[src/rtl/aixh_mxc_inner_seq_pkg.sv]
// Shared MxConv types: forward command encoding, job descriptor,
// inner-sequencer FSM states and widths.
package AIXH_MXC_pkg;

  localparam int CMD_W = 3;
  localparam int LEN_W = 12;

  typedef enum logic [CMD_W-1:0] {
    CMD_NOP   = 3'd0,
    CMD_CLR   = 3'd1,
    CMD_WLOAD = 3'd2,
    CMD_MAC   = 3'd3,
    CMD_FLUSH = 3'd4
  } aixh_mxc_fwd_cmd_e;

  typedef struct packed {
    logic             clr;
    logic [LEN_W-1:0] wlen;
    logic [LEN_W-1:0] alen;
  } aixh_mxc_job_t;

  typedef enum logic [2:0] {
    ST_IDLE,
    ST_CLR,
    ST_WLOAD,
    ST_MAC,
    ST_FLUSH,
    ST_DRAIN
  } aixh_mxc_seq_st_e;

  // First phase still owed by a job; empty phases are skipped.
  function automatic aixh_mxc_seq_st_e first_st(
    input logic             clr,
    input logic [LEN_W-1:0] wlen,
    input logic [LEN_W-1:0] alen
  );
    if (clr)             return ST_CLR;
    else if (wlen != '0) return ST_WLOAD;
    else if (alen != '0) return ST_MAC;
    else                 return ST_FLUSH;
  endfunction

endpackage

[src/rtl/aixh_mxc_inner_seq_if.sv]
// Scheduler-side job handshake plus array horizontal command/result bus.
// Perf counter outputs exist only with AIXH_MXC_SEQ_PERF_EN defined.
interface aixh_mxc_inner_seq_if
  import AIXH_MXC_pkg::*;
#(
  parameter int YCOUNT = 4
) ();

  logic                    i_job_vld;
  logic                    o_job_rdy;
  logic                    i_job_clr;
  logic [LEN_W-1:0]        i_job_wlen;
  logic [LEN_W-1:0]        i_job_alen;
  logic                    i_fwd_stall;
  logic [YCOUNT*CMD_W-1:0] o_fwd_cmd;
  logic [YCOUNT-1:0]       i_bwd_vld;
  logic                    o_busy;
  logic                    o_done;

`ifdef AIXH_MXC_SEQ_PERF_EN
  logic [31:0] o_perf_busy_cyc;
  logic [31:0] o_perf_stall_cyc;

  modport master (
    output i_job_vld, i_job_clr, i_job_wlen, i_job_alen,
    output i_fwd_stall, i_bwd_vld,
    input  o_job_rdy, o_fwd_cmd, o_busy, o_done,
    input  o_perf_busy_cyc, o_perf_stall_cyc
  );

  modport slave (
    input  i_job_vld, i_job_clr, i_job_wlen, i_job_alen,
    input  i_fwd_stall, i_bwd_vld,
    output o_job_rdy, o_fwd_cmd, o_busy, o_done,
    output o_perf_busy_cyc, o_perf_stall_cyc
  );
`else
  modport master (
    output i_job_vld, i_job_clr, i_job_wlen, i_job_alen,
    output i_fwd_stall, i_bwd_vld,
    input  o_job_rdy, o_fwd_cmd, o_busy, o_done
  );

  modport slave (
    input  i_job_vld, i_job_clr, i_job_wlen, i_job_alen,
    input  i_fwd_stall, i_bwd_vld,
    output o_job_rdy, o_fwd_cmd, o_busy, o_done
  );
`endif

endinterface

[src/rtl/aixh_mxc_inner_seq_skew.sv]
// Row skew line: row y is row 0 delayed by y*SKEW flops.
module aixh_mxc_inner_seq_skew #(
  parameter int YCOUNT = 4,
  parameter int SKEW   = 1,
  parameter int CMD_W  = 3
) (
  input  logic                    clk,
  input  logic                    rst_n,
  input  logic [CMD_W-1:0]        row0_i,
  output logic [YCOUNT*CMD_W-1:0] rows_o,
  output logic                    empty_o
);

  localparam int D = (YCOUNT - 1) * SKEW;

  logic [CMD_W-1:0] line_q [1:D];

  always_ff @(posedge clk or negedge rst_n) begin
    if (!rst_n) begin
      for (int k = 1; k <= D; k++) line_q[k] <= '0;
    end else begin
      line_q[1] <= row0_i;
      for (int k = 2; k <= D; k++) line_q[k] <= line_q[k-1];
    end
  end

  always_comb begin
    rows_o = '0;
    rows_o[0 +: CMD_W] = row0_i;
    for (int y = 1; y < YCOUNT; y++)
      rows_o[CMD_W*y +: CMD_W] = line_q[y*SKEW];
  end

  // Empty covers every stage, not just the visible lanes.
  always_comb begin
    empty_o = (row0_i == '0);
    for (int k = 1; k <= D; k++)
      if (line_q[k] != '0) empty_o = 1'b0;
  end

endmodule

[src/rtl/aixh_mxc_inner_seq.sv]
// MxConv inner-tile job sequencer: CLR/WLOAD/MAC/FLUSH issue, result count.
// Optional perf counters: define AIXH_MXC_SEQ_PERF_EN.
module aixh_mxc_inner_seq
  import AIXH_MXC_pkg::*;
#(
  parameter int YCOUNT  = 4,
  parameter int SKEW    = 1,
  parameter int FLUSH_N = 2
) (
  input logic aixh_core_clk2x,
  input logic aixh_core_rstn2x,
  aixh_mxc_inner_seq_if.slave bus
);

  aixh_mxc_seq_st_e  state_q, state_d;
  aixh_mxc_job_t     job_q, job_d;
  aixh_mxc_fwd_cmd_e cmd0_q, cmd0_d;
  logic [LEN_W-1:0]  wcnt_q, wcnt_d;
  logic [LEN_W-1:0]  acnt_q, acnt_d;
  logic [LEN_W-1:0]  rcnt_q, rcnt_d;
  logic [7:0]        fcnt_q, fcnt_d;
  logic              done;
  logic              issue;
  logic              skew_empty;
  logic              unused_bwd;

  assign issue      = !bus.i_fwd_stall;
  assign unused_bwd = ^bus.i_bwd_vld;

  always_ff @(posedge aixh_core_clk2x or negedge aixh_core_rstn2x) begin
    if (!aixh_core_rstn2x) begin
      state_q <= ST_IDLE;
      job_q   <= '0;
      cmd0_q  <= CMD_NOP;
      wcnt_q  <= '0;
      acnt_q  <= '0;
      rcnt_q  <= '0;
      fcnt_q  <= '0;
    end else begin
      state_q <= state_d;
      job_q   <= job_d;
      cmd0_q  <= cmd0_d;
      wcnt_q  <= wcnt_d;
      acnt_q  <= acnt_d;
      rcnt_q  <= rcnt_d;
      fcnt_q  <= fcnt_d;
    end
  end

  always_comb begin
    state_d = state_q;
    job_d   = job_q;
    cmd0_d  = CMD_NOP;
    wcnt_d  = wcnt_q;
    acnt_d  = acnt_q;
    rcnt_d  = rcnt_q;
    fcnt_d  = fcnt_q;
    done    = 1'b0;
    unique case (state_q)
      ST_IDLE: if (bus.i_job_vld) begin
        job_d = '{clr:  bus.i_job_clr,
                  wlen: bus.i_job_wlen,
                  alen: bus.i_job_alen};
        state_d = first_st(bus.i_job_clr,
                           bus.i_job_wlen,
                           bus.i_job_alen);
        wcnt_d = '0;
        acnt_d = '0;
        rcnt_d = '0;
        fcnt_d = '0;
      end
      ST_CLR: if (issue) begin
        cmd0_d  = CMD_CLR;
        state_d = first_st(1'b0, job_q.wlen, job_q.alen);
      end
      ST_WLOAD: if (issue) begin
        cmd0_d = CMD_WLOAD;
        // Compare before increment so wlen = all-ones never wraps.
        if (wcnt_q == job_q.wlen - LEN_W'(1)) begin
          wcnt_d  = '0;
          state_d = (job_q.alen != '0) ? ST_MAC : ST_FLUSH;
        end else begin
          wcnt_d = wcnt_q + LEN_W'(1);
        end
      end
      ST_MAC: if (issue) begin
        cmd0_d = CMD_MAC;
        if (acnt_q == job_q.alen - LEN_W'(1)) begin
          acnt_d  = '0;
          state_d = ST_FLUSH;
        end else begin
          acnt_d = acnt_q + LEN_W'(1);
        end
      end
      ST_FLUSH: if (issue) begin
        cmd0_d = CMD_FLUSH;
        if (fcnt_q == 8'(FLUSH_N - 1)) begin
          fcnt_d  = '0;
          state_d = ST_DRAIN;
        end else begin
          fcnt_d = fcnt_q + 8'd1;
        end
      end
      ST_DRAIN: if (rcnt_q == job_q.alen && skew_empty) begin
        done    = 1'b1;
        state_d = ST_IDLE;
      end
      default: state_d = ST_IDLE;
    endcase
    // Results saturate at alen; idle pulses are dropped.
    if (state_q != ST_IDLE && bus.i_bwd_vld[YCOUNT-1] &&
        rcnt_q != job_q.alen)
      rcnt_d = rcnt_q + LEN_W'(1);
  end

  aixh_mxc_inner_seq_skew #(
    .YCOUNT (YCOUNT),
    .SKEW   (SKEW),
    .CMD_W  (CMD_W)
  ) u_skew (
    .clk     (aixh_core_clk2x),
    .rst_n   (aixh_core_rstn2x),
    .row0_i  (cmd0_q),
    .rows_o  (bus.o_fwd_cmd),
    .empty_o (skew_empty)
  );

  assign bus.o_job_rdy = (state_q == ST_IDLE);
  assign bus.o_busy    = (state_q != ST_IDLE);
  assign bus.o_done    = done;

`ifdef AIXH_MXC_SEQ_PERF_EN
  logic [31:0] perf_busy_q;
  logic [31:0] perf_stall_q;
  logic        accept;
  logic        stall_gate;

  assign accept     = (state_q == ST_IDLE) && bus.i_job_vld;
  assign stall_gate = bus.i_fwd_stall &&
                      (state_q inside {ST_CLR, ST_WLOAD,
                                       ST_MAC, ST_FLUSH});

  always_ff @(posedge aixh_core_clk2x or negedge aixh_core_rstn2x) begin
    if (!aixh_core_rstn2x) begin
      perf_busy_q  <= '0;
      perf_stall_q <= '0;
    end else if (accept) begin
      perf_busy_q  <= '0;
      perf_stall_q <= '0;
    end else begin
      if (bus.o_busy && !(&perf_busy_q))
        perf_busy_q <= perf_busy_q + 32'd1;
      if (stall_gate && !(&perf_stall_q))
        perf_stall_q <= perf_stall_q + 32'd1;
    end
  end

  assign bus.o_perf_busy_cyc  = perf_busy_q;
  assign bus.o_perf_stall_cyc = perf_stall_q;
`endif

endmodule

[src/flat_wrapper.sv]
// flat-port wrapper written by rule: the top's interface ports become plain ports
module aixh_mxc_inner_seq_flat import AIXH_MXC_pkg::*;
#(
  parameter int YCOUNT  = 4,
  parameter int SKEW    = 1,
  parameter int FLUSH_N = 2
)
  (aixh_core_clk2x, aixh_core_rstn2x, bus_i_job_vld, bus_i_job_clr, bus_i_job_wlen, bus_i_job_alen, bus_i_fwd_stall, bus_i_bwd_vld, bus_o_job_rdy, bus_o_fwd_cmd, bus_o_busy, bus_o_done);
  aixh_mxc_inner_seq_if #(.YCOUNT(YCOUNT)) bus_i ();
  input logic aixh_core_clk2x;
  input logic aixh_core_rstn2x;
  input wire logic [$bits(bus_i.i_job_vld)-1:0] bus_i_job_vld;
  input wire logic [$bits(bus_i.i_job_clr)-1:0] bus_i_job_clr;
  input wire logic [$bits(bus_i.i_job_wlen)-1:0] bus_i_job_wlen;
  input wire logic [$bits(bus_i.i_job_alen)-1:0] bus_i_job_alen;
  input wire logic [$bits(bus_i.i_fwd_stall)-1:0] bus_i_fwd_stall;
  input wire logic [$bits(bus_i.i_bwd_vld)-1:0] bus_i_bwd_vld;
  output wire logic [$bits(bus_i.o_job_rdy)-1:0] bus_o_job_rdy;
  output wire logic [$bits(bus_i.o_fwd_cmd)-1:0] bus_o_fwd_cmd;
  output wire logic [$bits(bus_i.o_busy)-1:0] bus_o_busy;
  output wire logic [$bits(bus_i.o_done)-1:0] bus_o_done;
  assign bus_i.i_job_vld = bus_i_job_vld;
  assign bus_i.i_job_clr = bus_i_job_clr;
  assign bus_i.i_job_wlen = bus_i_job_wlen;
  assign bus_i.i_job_alen = bus_i_job_alen;
  assign bus_i.i_fwd_stall = bus_i_fwd_stall;
  assign bus_i.i_bwd_vld = bus_i_bwd_vld;
  assign bus_o_job_rdy = bus_i.o_job_rdy;
  assign bus_o_fwd_cmd = bus_i.o_fwd_cmd;
  assign bus_o_busy = bus_i.o_busy;
  assign bus_o_done = bus_i.o_done;
  aixh_mxc_inner_seq #(.YCOUNT(YCOUNT), .SKEW(SKEW), .FLUSH_N(FLUSH_N)) u_core (.aixh_core_clk2x(aixh_core_clk2x), .aixh_core_rstn2x(aixh_core_rstn2x), .bus(bus_i));
endmodule
[config.mk]
export PLATFORM = sky130hd
export DESIGN_NAME = aixh_mxc_inner_seq_flat
export DESIGN_NICKNAME = d
export VERILOG_FILES = /design/src/rtl/aixh_mxc_inner_seq_pkg.sv /design/src/rtl/aixh_mxc_inner_seq_if.sv /design/src/rtl/aixh_mxc_inner_seq_skew.sv /design/src/rtl/aixh_mxc_inner_seq.sv /design/src/flat_wrapper.sv
export SDC_FILE = /design/constraint.sdc
export NUM_CORES = 1
export LEC_CHECK = 0
export CAP_MARGIN = 20
export CORE_MARGIN = 2
export CORE_UTILIZATION = 55
export DETAILED_ROUTE_END_ITERATION = 8
export PLACE_DENSITY_LB_ADDON = 0.08
export SYNTH_ARGS = -nofsm -noshare
export SYNTH_HDL_FRONTEND = slang
export SYNTH_SLANG_ARGS = --single-unit
[constraint.sdc]
create_clock -name aixh_core_clk2x -period 3.2 [get_ports aixh_core_clk2x]
set_input_delay 0.64 -clock aixh_core_clk2x [delete_from_list [all_inputs] [get_ports aixh_core_clk2x]]
set_output_delay 0.64 -clock aixh_core_clk2x [all_outputs]
set_load 0.01 [all_outputs]
## Word-level counts from Yosys, hierarchy flattened

Index checks and enable logic that the tools add are counted.

| word-level totals | value |
|---|---|
| bits of input ports | 33 |
| bits in registers | 83 |
| word-level logic and storage cells | 98 |

| cells by class | value |
|---|---|
| reduce and logical (&&, ||, !) cells | 24 |
| muxes and demuxes | 38 |
| equality and inequality tests | 19 |
| add/sub/neg operators | 6 |

Operator list:

| kind | count |
|---|---|
| 2-to-1 mux 12 bit | 7 |
| case mux 12 bit (2 select lines) | 2 |
| nonzero test 12 bit | 4 |
| 2-to-1 mux 3 bit | 15 |
| adder 12 x 1 -> 12 bit, second input constant | 3 |
| equality test 12 bit | 3 |
| 2-to-1 mux 8 bit | 3 |
| subtractor 12 x 1 -> 12 bit, second input constant | 2 |
| case mux 3 bit (6 select lines) | 1 |
| case mux 8 bit (2 select lines) | 1 |
| inequality test 12 bit | 1 |
| case mux 3 bit (4 select lines) | 1 |
| nonzero test 3 bit | 4 |
| inequality test 2 bit, second input constant | 5 |
| nonzero test 2 bit | 5 |
| AND reduction 3 bit | 3 |
| AND reduction 9 bit | 1 |
| adder 8 x 1 -> 8 bit, second input constant | 1 |
| equality test 8 x 1 -> 1 bit, second input constant | 1 |
| inequality test 2 x 1 -> 1 bit, second input constant | 4 |
| equality test 3 x 2 -> 1 bit, second input constant | 2 |
| equality test 3 bit, second input constant | 2 |
| logical NOT 3 bit | 2 |
| 2-to-1 mux 1 bit | 6 |
| 4 further kinds | 8 |

## Longest topological paths before layout

| depth | value |
|---|---|
| depth after elaboration | 7 |
| depth in mapped cells | 10 |

## By module

Synthesis repeated with hierarchy kept, for this count alone.

| second synthesis, totals | value |
|---|---|
| cells, all modules | 520 |
| area, all modules | 4942.2 sq um |

Modules (own cells, without submodules):

| module | area an instance (sq um) | cells an instance | seq. area each (sq um) | times used |
|---|---|---|---|---|
| aixh_mxc_inner_seq | 4669.5 | 504 | 1851.8 | 1 |
| aixh_mxc_inner_seq_skew | 272.8 | 16 | 225.2 | 1 |

## Least setup slack after synthesis

Ideal clock, no wire load.

| path | value |
|---|---|
| path kind | flip-flop to flip-flop |
| start | register u_core.job_q[12] in the netlist's numbering |
| end | register u_core.state_q[0] |
| required time | 3.075 ns |
| arrival time | 2.608 ns |
| period minus slack after synthesis | 2.733 ns |
| setup slack | 0.467 ns |
| cell stages (with the launch flop) | 10 |
| setup time | 0.125 ns |
| cells stage by stage | dfrtp_1 -> inv_1 -> ha_1 -> or4b_4 -> or3_1 -> a22oi_2 -> a41oi_2 -> nor3_2 -> and4_4 -> mux2_4 |

| on the way | value |
|---|---|
| cells in the longest elaborated chain, start to end | 4 |
| elaborated cells on any way between the ends | 8 |

RTL lines:

| item | RTL line | text |
|---|---|---|
| from (decl) | aixh_mxc_inner_seq.sv:16 | `aixh_mxc_job_t job_q, job_d;` |
| from (signal assigned) | aixh_mxc_inner_seq.sv:41 | `job_q <= job_d;` |
| subtractor 12 x 1 -> 12 bit or nonzero test 12 bit (tied branches) | aixh_mxc_inner_seq.sv:79, aixh_mxc_inner_seq_pkg.sv:38 |  |
| equality test 12 bit or 2-to-1 mux 3 bit (tied branches) | aixh_mxc_inner_seq.sv:79, aixh_mxc_inner_seq_pkg.sv:38 |  |
| inequality test 2 x 1 -> 1 bit (no line) or 2-to-1 mux 3 bit (tied branches) | -- |  |
| AND reduction 9 bit (no line) or case mux 3 bit (6 select lines) (tied branches) | -- |  |
| to (signal assigned) | aixh_mxc_inner_seq.sv:40 | `state_q <= state_d;` |
| to (decl) | aixh_mxc_inner_seq.sv:15 | `aixh_mxc_seq_st_e state_q, state_d;` |

Several ways; a longest one is shown, not always the timed one. The select of a mux whose other input is x is not followed.
A chain may end at the register's enable or synchronous reset.

## Worst setup path after layout

Ends and elaborated chain as after synthesis.

==> metrics.md <==
| Metric | Value |
|---|---|
| Commonest non-fill, non-tap cell in the layout | `nand2_1` |
| Largest net degree at the start of global routing | `84` |
| Post-synth ARST share | `100%` |
| Cell Chain, Critical Path | `inv_1 > ha_1 > or4b_4 > nor4b_4 > xnor2_1 > a41oi_2 > nor3_2 > and4_4 > mux2_4` |
| Via count | `just over 4000` |
| DRC violations left | `0` |
| Status | `finished, final reports clean` |
| Leakage power | `2.49 nW` |
| Worst-skew pair later-pin latency | `0.36 ns` |
| Register area share after synthesis | `43.6%` |
| Input/output buffers | `44` |
| Final Setup Violations | `0` |
| Warnings from Yosys | `0` |
| Final setup TNS | `0 ns` |
| Worst EP required | `3.44 ns` |
| Setup WS pre-CTS | `0.228 ns` |
| Post-synthesis xor/xnor area fraction | `a little under a tenth` |
| Slew margin rel. | `about 40%` |
| Met2 WL | `between 4000 and 5000 um` |
| Hold Crit Class | `in -> async` |
| Crit. End Element | `register` |
| Worst EP arrival | `approximately 3.2 ns` |
| Mapped Cells | `approximately 540` |
| Critical path class | `reg -> reg` |
| Distinct cell type count after synthesis | `60` |
| Fin. max-slew vios | `0` |
| Deepest clock path buffer count | `2` |
| Multiplexer share of the synthesized area | `under 10%` |
| Top Metal Used | `met4` |
| Ys flop type | `dfrtp_1` |
| Ports | `48` |
| Number of global-route vias before repair | `about 4000` |
| Synthesized area per cell | `around 8.9 um^2` |
| Syn_nets | `around 580` |
| Worst slew pin tran | `~0.9 ns` |
| Critical path's top delay family | `simple AND/OR/NAND/NOR gates` |
| Flop2flop setup slack | `approximately 0.23 ns` |
| Critical Path Fanout Max | `7` |
| Routed Antenna Nets | `0` |
| Met3 wire len | `452 um` |
| Worst path buffer plus inverter count | `1` |
| Antenna cells | `0` |
| CORE AREA | `between 0.008 and 0.009 mm^2` |
| Max VDD drop | `0.446 mV` |
| First-pass GRT wire length | `18800 um` |
| Utilization after layout | `roughly 66%` |
| Initial antenna violation count | `0` |
| Die Ht | `roughly 97 um` |
| Site Rows | `33` |
| Routed length on met1 | `roughly 5000 um` |
| Inserted Clock Buffers | `9` |
| # H-tree levels | `3` |
| Clk root buf | `clkbuf_8` |
| RSZ-0062 raised after global routing | `false` |
| Gr ovfl total | `0` |
| Pwr/cell area | `807 mW/mm^2` |
| Post-synth EDFFs | `0` |
| Critical path launch point type | `register` |
| WL per Instance | `approximately 15 um` |
| Worst path slowest cell | `or4b_4` |
| Share of layout cells above drive strength 1 | `under 10%` |
| Hold Fails Final Rpt | `0` |
| Overall Global Routing Usage | `between 20 and 25%` |
| Vias per cell | `approximately 5.9` |
| Post-synthesis simple-gate area fraction | `27.2%` |
| Fmax | `around 0.34 GHz` |
| DP Wirelength | `about 7700 um` |
| Crit path time final | `about 3.0 ns` |
| RePlAce Congestion | `around 0.86` |
| Number of synthesized register bits | `83` |
| Reg clk slew, reported paths | `~0.10 ns` |
| Tot Pwr | `approximately 4.4 mW` |
| MaxCap Viol Count | `0` |
| Clock Sinks | `83` |
| Largest family of logic cells by synthesized area | `simple AND/OR/NAND/NOR gates` |
| Layout Area Growth over Synthesis | `15.5%` |
| Cts hold-fix bufs | `0` |
| Initial DRC Count | `approximately 170` |
| Initial Util | `57.4%` |
| Area of the mapped netlist | `around 0.0048 mm^2` |
| First drt pass iteration count | `4` |
| Commonest non-fill, non-tap cells in the layout | `nand2_1 (106), dfrtp_1 (83), nor2_1 (42), clkdlybuf4s50_1 (42), o21ai_0 (39)` |
| Final #Nets | `between 600 and 700` |
| CTS tree | `built` |
| Worst setup margin | `between 0.2 and 0.25 ns` |
| Die Wd | `97.1 um` |
| Period utilization | `between 90% and 100%` |
| Adder-cell share of the synthesized area | `approximately 1.8%` |
| Routed WL | `around 11000 um` |
| Worst Clk Skew | `around 0.015 ns` |
| Synth Area in Compound Gates | `roughly an eighth` |
| Die Area | `between 0.009 and 0.01 mm^2` |
| CP max stage delay | `approximately 0.53 ns` |
## worst reg2reg max path, delay by kind of cell (launching register included)
family / cells / cell delay (ns)
AOI/OAI and AO/OA: 1 / 0.16
xor gates and xnor gates: 1 / 0.18
adders and majority gates: 1 / 0.28
buffers and inverters: 1 / 0.08
DFF: 1 / 0.41
muxes: 1 / 0.30
and+or+nand+nor: 4 / 1.45
## where the power goes
part           internal [mW]  total [mW]  switching (mW)  leakage, nW
Clock                  0.296       0.717           0.422       0.0925
Combinational          0.906        1.94            1.04         1.32
Sequential              1.33        1.79           0.452         1.09
Total                   2.54        4.44            1.91         2.49
## per-stage QoR
stage | area [um^2] | cells | hold WS [ns]
floorplan | 4770 | 536 | 0.344
global placement | 5280 | 670 | 0.390
detailed placement | 5280 | 670 | 0.388
CTS | 5470 | 686 | 0.407
global route | 5510 | 688 | 0.0875
finish | 5510 | 688 | 0.0937
## layer usage
| metal | vias to the layer above | global-route usage (%) |
|---|---|---|
| met5 | - | 0 |
| li1 | 1970 | - |
| met4 | 0 | 10.1 |
| met3 | 25 | 3.88 |
| met2 | 108 | 38.4 |
| met1 | 1962 | 32.7 |
## Yosys cell counts (2+ instances only)
master / number / area share [%]
inv_1: 12 / 0.94
a31oi_1: 4 / 0.52
and3_1: 14 / 1.8
clkbuf_1: 15 / 1.2
mux2_4: 2 / 0.63
nor4_1: 15 / 2.0
nand3_1: 17 / 1.8
nor3_1: 14 / 1.5
ha_1: 7 / 1.8
nand2b_1: 5 / 0.66
nor3b_1: 2 / 0.31
o21bai_1: 4 / 0.63
buf_6: 3 / 0.71
nand2_1: 106 / 8.3
xnor2_1: 28 / 5.1
or4_1: 3 / 0.47
a21oi_1: 11 / 1.2
a41o_1: 2 / 0.42
nand4b_1: 2 / 0.37
buf_4: 2 / 0.31
o41ai_1: 2 / 0.37
or3_1: 6 / 0.79
and4_1: 4 / 0.73
nor2_1: 44 / 3.5
or4_4: 2 / 0.47
xor2_1: 24 / 4.4
dfrtp_1: 83 / 44
and2_1: 2 / 0.26
nor4b_1: 5 / 0.92
mux2i_1: 6 / 1.3
o211ai_1: 5 / 0.79
o21ai_0: 39 / 4.1
a2111oi_0: 2 / 0.37
nand4_1: 8 / 1.0
a221o_1: 2 / 0.42
a21o_1: 10 / 1.6
## kinds of logic (layout without fill, tap and decap cells)
group	Yosys count	count (layout)
adders and majority gates	7	7
buffers and inverters	34	81
DFF	83	83
muxes	8	8
and+or+nand+nor	259	259
xor gates and xnor gates	52	52
AOI/OAI and AO/OA	93	93
## cell type report
type | count | area, um^2
fillers | 708 | 2790
multi-input cells | 419 | 2540
flip-flops and latches | 83 | 2080
repair buffers | 53 | 528
well taps | 105 | 131
clock buffers | 9 | 124
clock inverters | 7 | 58.8
inverters | 12 | 45.0
## flip-flops by register name (all words and copies together) (netlist names)
name	cells
u_core.cmd0_q	3
u_core.rcnt_q	12
u_core.u_skew.rows_o	9
u_core.state_q	3
u_core.acnt_q	12
u_core.fcnt_q	8
u_core.job_q	24
u_core.wcnt_q	12
## final timing paths
kind,start,end,cells past startpoint
min in group aixh_core_clk2x,u_core.u_skew.rows_o[3],u_core.u_skew.rows_o[6],0
worst min-delay path,aixh_core_rstn2x,u_core.u_skew.rows_o[11],1
worst max-delay path,u_core.job_q[12],u_core.state_q[0],9
worst max register to register,u_core.job_q[12],u_core.state_q[0],9
worst min register to register,u_core.u_skew.rows_o[3],u_core.u_skew.rows_o[6],0
max in group asynchronous,aixh_core_rstn2x,u_core.job_q[11],2
## timing repair
item	in CTS	in global routing
gates cloned	0	0
setup buffers	0	1
hold endpoints to repair	0	0
resized for setup	1	2
pin swaps	0	1
setup endpoints to repair	1	1
(Power assumes the default switching activity.)
==> patch 1: new RTL, same flow settings <==
`YCOUNT` is set to 4 in 4 places; all go to 8.
--- a/src/rtl/aixh_mxc_inner_seq_if.sv
+++ b/src/rtl/aixh_mxc_inner_seq_if.sv
@@ -5,3 +5,3 @@
 #(
-  parameter int YCOUNT = 4
+  parameter int YCOUNT = 8
 ) ();
--- a/src/rtl/aixh_mxc_inner_seq_skew.sv
+++ b/src/rtl/aixh_mxc_inner_seq_skew.sv
@@ -2,3 +2,3 @@
 module aixh_mxc_inner_seq_skew #(
-  parameter int YCOUNT = 4,
+  parameter int YCOUNT = 8,
   parameter int SKEW   = 1,
--- a/src/rtl/aixh_mxc_inner_seq.sv
+++ b/src/rtl/aixh_mxc_inner_seq.sv
@@ -5,3 +5,3 @@
 #(
-  parameter int YCOUNT  = 4,
+  parameter int YCOUNT  = 8,
   parameter int SKEW    = 1,
--- a/src/flat_wrapper.sv
+++ b/src/flat_wrapper.sv
@@ -3,3 +3,3 @@
 #(
-  parameter int YCOUNT  = 4,
+  parameter int YCOUNT  = 8,
   parameter int SKEW    = 1,
Interface: changed (resized bus_i_bwd_vld and bus_o_fwd_cmd); port bits go from 48 to 64. The function was not compared with the original's and may differ.
==> patch 1 against the original RTL <==
Cell area grew 12%; setup slack gained 0.0052 ns; sequential cell count grew 12; die area grew 10%; first-iteration DRC count grew 46%; cell count grew 11%; via count grew 8.4%; synthesized area grew 11%; total power grew 3.7%; routed wire length grew 17%; critical path type is now flip-flop to output pin; critical endpoint is now bus_o_done; highest routed layer unchanged.
==> patch 1: results (changes against the original RTL) <==
[metrics] Logic inverters: 15 (+3)
[metrics] routed length on met1: 5.55 mm (+14%)
[metrics] count of buffers inserted at the top-level ports: 56 (+27%)
[metrics] gate count of the mapped netlist: 578 (+7.8%)
[metrics] outcome: completed
[metrics] power of the sequential group: 1.88 mW (+5%)
[metrics] cell types occupying the most area after synthesis: dfrtp_1 45%, nand2_1 6.8%, xor2_1 5.6%
[metrics] standby leakage power: 2.77 nW (+11%)
[metrics] XOR/XNOR Fraction of Synth Area: 7.79% (-1.8 points)
[metrics] distinct cell type count after synthesis: 65 (+8.3%)
[metrics] mux cell area share after synthesis: 1.35% (-0.54 points)
[metrics] Post-Route Skew: 0.0160 ns (+0.00143 ns)
[metrics] comb_multi_in: 443 (+5.7%)
[metrics] internal power: 2.71 mW (+6.8%)
[metrics] Critical Path AT: 2.33 ns (-0.89 ns)
[metrics] largest net degree at the start of global routing: 48 (-43%)
[metrics] Worst VDD drop: 0.000295 V (-34%)
[metrics] relative area of clock buffers and inverters in the final design: 3.37% (+0.054 points)
[metrics] destination of the critical timing path: bus_o_done
[metrics] met2 usage in global routing: 43.3% (+4.9 points)
[metrics] Avg WL per Cell: 16.2 um (+5.6%)
[metrics] slack of the worst reg-to-reg path: 0.30 ns (+0.07 ns)
[metrics] vias in the first global route: 4,232 (+5.5%)
[metrics] power in combinational cells: 1.90 mW (-2%)
[metrics] fraction of met1 tracks used by global routing: 33.2% (+0.48 points)
[metrics] worst-margin pin slew: 0.855 ns (-0.0273 ns)
[metrics] area of combinational cells with multiple inputs: 2730 sq um (+7.2%)
[metrics] critical-path cell with the highest stage delay: dfrtp_1
[metrics] Logic pwr share: 41.1% (-2.6 points)
[metrics] sink count of the clock tree: 95 (+14%)
[metrics] wire length of the first global-routing pass: 20.6 mm (+9.7%)
[metrics] length of routed met2 wiring: 6.29 mm (+26%)
[metrics] total wire length: 12.4 mm (+17%)
[metrics] total length of routed met3 wires: 388 um (-14%)
[metrics] post-DR vias/cell: 5.77 (-2.3%)
[metrics] synthesized-area fraction occupied by ao, oa, aoi and oai cells: 15.5% (+2.9 points)
[metrics] # placed instances: 747 (+11%)
[metrics] slowest stage delay, CP: 0.50 ns (-0.03 ns)
[metrics] clock buffer count in the final layout: 11 (+2)
[metrics] All-Layer GR Usage: 25.2% (+1.2 points)
[metrics] synthesized-area fraction occupied by adder cells: 1.66% (-0.18 points)
[metrics] number of fill cells in the layout: 795 (+12%)
[metrics] share of the yosys chip area belonging to registers: 45.0% (+1.4 points)
[metrics] violation count after the first detailed-routing iteration: 247 (+46%)
[metrics] net count of the mapped netlist: 622 (+8.0%)
[patch 1: changes by cell type in the layout (fill, tap and decap cells not counted), sizes merged, moves of 10 or more]
cell,change
a22o,+10
dfrtp,+12
xnor2,-15
a21oi,+13
clkdlybuf4s50,+12
xor2,+10
nor2,-10
nand3,+10
[patch 1: metrics by stage]
step	worst slack, ns	cell area, sq um	hold slack, ns
after detailed placement	0.253	5940	0.384
after global placement	0.269	5940	0.382
final	0.233	6160	0.264
after floorplan	0.750	5280	0.344
after global routing	0.103	6160	0.290
after CTS	0.178	6160	0.288
[patch 1: cell families (layout without fill, tap and decap cells)]
logic type      after synthesis  count (layout)
xor+xnor                     47              47
fa+ha+maj                     7               7
buf+inv                      40              97
simple gates                263             263
compound gates              119             119
mux                           7               7
flops                        95              95
[patch 1: timing repair]
action / CTS / global route
resized for setup: 3 / 0
buffers inserted: 1 / 0
endpoints found under the setup margin: 1 / 0
==> patch 2: new RTL, config.mk and constraints unchanged <==
Without the edit above. Re-encode `aixh_mxc_seq_st_e` (6 values) as Gray code, 3 bits wide.
--- a/src/rtl/aixh_mxc_inner_seq_pkg.sv
+++ b/src/rtl/aixh_mxc_inner_seq_pkg.sv
@@ -22,8 +22,8 @@
   typedef enum logic [2:0] {
-    ST_IDLE,
-    ST_CLR,
-    ST_WLOAD,
-    ST_MAC,
-    ST_FLUSH,
-    ST_DRAIN
+    ST_IDLE  = 3'b000,
+    ST_CLR   = 3'b001,
+    ST_WLOAD = 3'b011,
+    ST_MAC   = 3'b010,
+    ST_FLUSH = 3'b110,
+    ST_DRAIN = 3'b111
   } aixh_mxc_seq_st_e;
Formal check against the unedited RTL: no difference found for any inputs over 10 cycles, from zero or initial values and one cycle with aixh_core_rstn2x low; not proved beyond that.
==> patch 2 against the original RTL <==
Setup slack worse by 0.090 ns; combinational power up 9.8%; largest cell class unchanged; sequential cell count unchanged; critical endpoint is now u_core.wcnt_q[0]; sequential power up 6%; synthesized area up 4.0%; global-route usage up 0.45 points; count of clock-buffer cells in the layout unchanged; routed wire length up 7.8%; cell area up 4.9%; non-clock buffer count up 9; total power up 7.4%.
==> patch 2: results (changes against the original RTL) <==
[metrics] Critical Path AT: 3.31 ns (+0.09 ns)
[metrics] outcome: completed
[metrics] H-Tree Depth: 3 (unchanged)
[metrics] most common library cells after synthesis: 83 x dfrtp_1, 37 x nand2_1, 35 x o21ai_0
[metrics] routability cong.: 0.846 (-1.2%)
[metrics] worst slew margin relative to its limit: 62.9% (+22 points)
[metrics] net count of the mapped netlist: 564 (-2.1%)
[metrics] register containing the most flip-flops in the final layout: u_core.job_q
[metrics] number of fill cells in the layout: 693 (-2.1%)
[metrics] commonest register cell after synthesis: dfrtp_1
[metrics] critical path peak fanout: 13 (+6)
[metrics] Diodes inserted: 0 (unchanged)
[metrics] Worst VDD drop: 0.000477 V (+7.0%)
[metrics] share of the yosys chip area belonging to registers: 41.9% (-1.7 points)
[metrics] number of antenna violations at the first check in global routing: 0 (unchanged)
[metrics] count of buffers inserted at the top-level ports: 44 (unchanged)
[metrics] Crit. Startpoint: u_core.job_q[12]
[metrics] gate count of the mapped netlist: 523 (-2.4%)
[metrics] maximum root-to-sink buffer count: 2 (unchanged)
[metrics] number of detailed-route iterations in the first pass: 4 (unchanged)
[metrics] flip-flop count of the largest register, all copies and words added: 24 (unchanged)
[metrics] fraction of layout cells with a size suffix above 1: 13.2% (+6.0 points)
[metrics] largest net degree at the start of global routing: 84 (unchanged)
[metrics] clk root buf: clkbuf_8
[metrics] number of warning messages in the yosys log: 0 (unchanged)
[metrics] vias in the first global route: 4,111 (+2.5%)
[metrics] # placed instances: 665 (-0.75%)
[metrics] Final HPWL DP: 8.29 mm (+7.2%)
[metrics] cell types occupying the most area after synthesis: dfrtp_1 42%, mux2_2 5.9%, xor2_1 4.1%
[metrics] violation count after the first detailed-routing iteration: 167 (-1.2%)
[metrics] Worst-path clk slew: 0.10 ns (about the same)
[metrics] Worst-Skew Late Latency: 0.36 ns (about the same)
[metrics] Non-Filler Instances: 682 (-0.87%)
[metrics] total CTS buffers: 9 (unchanged)
[metrics] distinct cell type count after synthesis: 63 (+5.0%)
[metrics] pre-CTS WS: 0.0842 ns (-0.143 ns)
[metrics] standby leakage power: 2.50 nW (+0.35%)
[metrics] final layout net count: 610 (-1.3%)
[metrics] total vias in the final route: 4,196 (+3.2%)
[metrics] All-Layer GR Usage: 24.5% (+0.45 points)
[metrics] Post-Route Skew: 0.0114 ns (-0.00308 ns)
[metrics] total wire length: 11.4 mm (+7.8%)
[metrics] wire length of the first global-routing pass: 19.7 mm (+5.2%)
[metrics] asr flop ratio synth: 100% (unchanged)
[metrics] path category of the worst min-delay check: primary input to asynchronous set/reset pin
[patch 2: cell count changes after synthesis, moves of 5 or more]
cell      delta
nand4_1      +5
nand2_1     -69
nor2_1      -19
xnor2_1      -6
clkbuf_1     +8
nand3_1     +12
o31ai_1     +10
a22o_1       +6
a311oi_1     +5
mux2_2      +26
nor2b_1      +9
[patch 2: path summary, 6_finish.rpt]
kind / end / slack, ns / cells past startpoint
setup / recovery: u_core.wcnt_q[0] / 0.14 / 10
hold / removal: u_core.fcnt_q[4] / 0.11 / 1
setup reg to reg: u_core.wcnt_q[0] / 0.14 / 10
hold reg to reg: u_core.u_skew.rows_o[9] / 0.41 / 0
max in group asynchronous: u_core.job_q[5] / 2.50 / 2
min in group aixh_core_clk2x: u_core.u_skew.rows_o[9] / 0.41 / 0
[patch 2: repair_timing]
item                       4_1_cts  5_1_grt
resized for setup                0        3
buffers inserted                 0        0
setup endpoints to repair        0        7
hold endpoints to repair         0        0
[patch 2: per-stage QoR]
stage / cell area (sq um) / utilization, %
after floorplan: 4960 / -
after global placement: 5540 / 63.6
final: 5780 / 66.3
after detailed placement: 5540 / 63.6
after global routing: 5780 / 66.3
after CTS: 5740 / 65.8
[patch 2: layout make-up]
| type | instances | area (sq um) | share of cell area, % |
|---|---|---|---|
| timing repair buffer | 62 | 597 | 10.3 |
| clock inverter | 7 | 71.3 | 1.23 |
| tap | 108 | 135 | 2.34 |
| clock buffer | 9 | 124 | 2.14 |
| sequential | 83 | 2080 | 35.9 |
| inverter | 15 | 56.3 | 0.974 |
| multi-input combinational | 398 | 2720 | 47.0 |
[patch 2: logic make-up after synthesis]
| family | Yosys count | share of synthesized area, % |
|---|---|---|
| simple gates | 203 | 22.4 |
| compound gates | 112 | 15.6 |
| flops | 83 | 41.9 |
| xor+xnor | 45 | 7.95 |
| buf+inv | 42 | 3.43 |
| mux | 30 | 6.72 |
| fa+ha+maj | 8 | 2.02 |
[patch 2: routing by layer]
| layer | track usage (%) | share of wire, % |
|---|---|---|
| met1 | 33.0 | 46 |
| met2 | 42.0 | 50 |
| met3 | 3.19 | 3.3 |
| met4 | 6.11 | 0.93 |
| met5 | 0 | 0 |
[patch 2: power by group]
part	leakage [nW]	switching [mW]	internal, mW
clock	0.0926	0.441	0.303
sequential	1.06	0.521	1.38
combinational	1.35	1.06	1.07
[patch 2: critical path, cell delays in order (launching register included)]
cell	delay (ns)
dfrtp_1	0.45
inv_1	0.11
ha_2	0.22
or3b_1	0.37
or4_4	0.50
a2111oi_4	0.35
a41oi_1	0.16
a211oi_2	0.24
buf_6	0.20
nor3_4	0.08
mux2_2	0.28
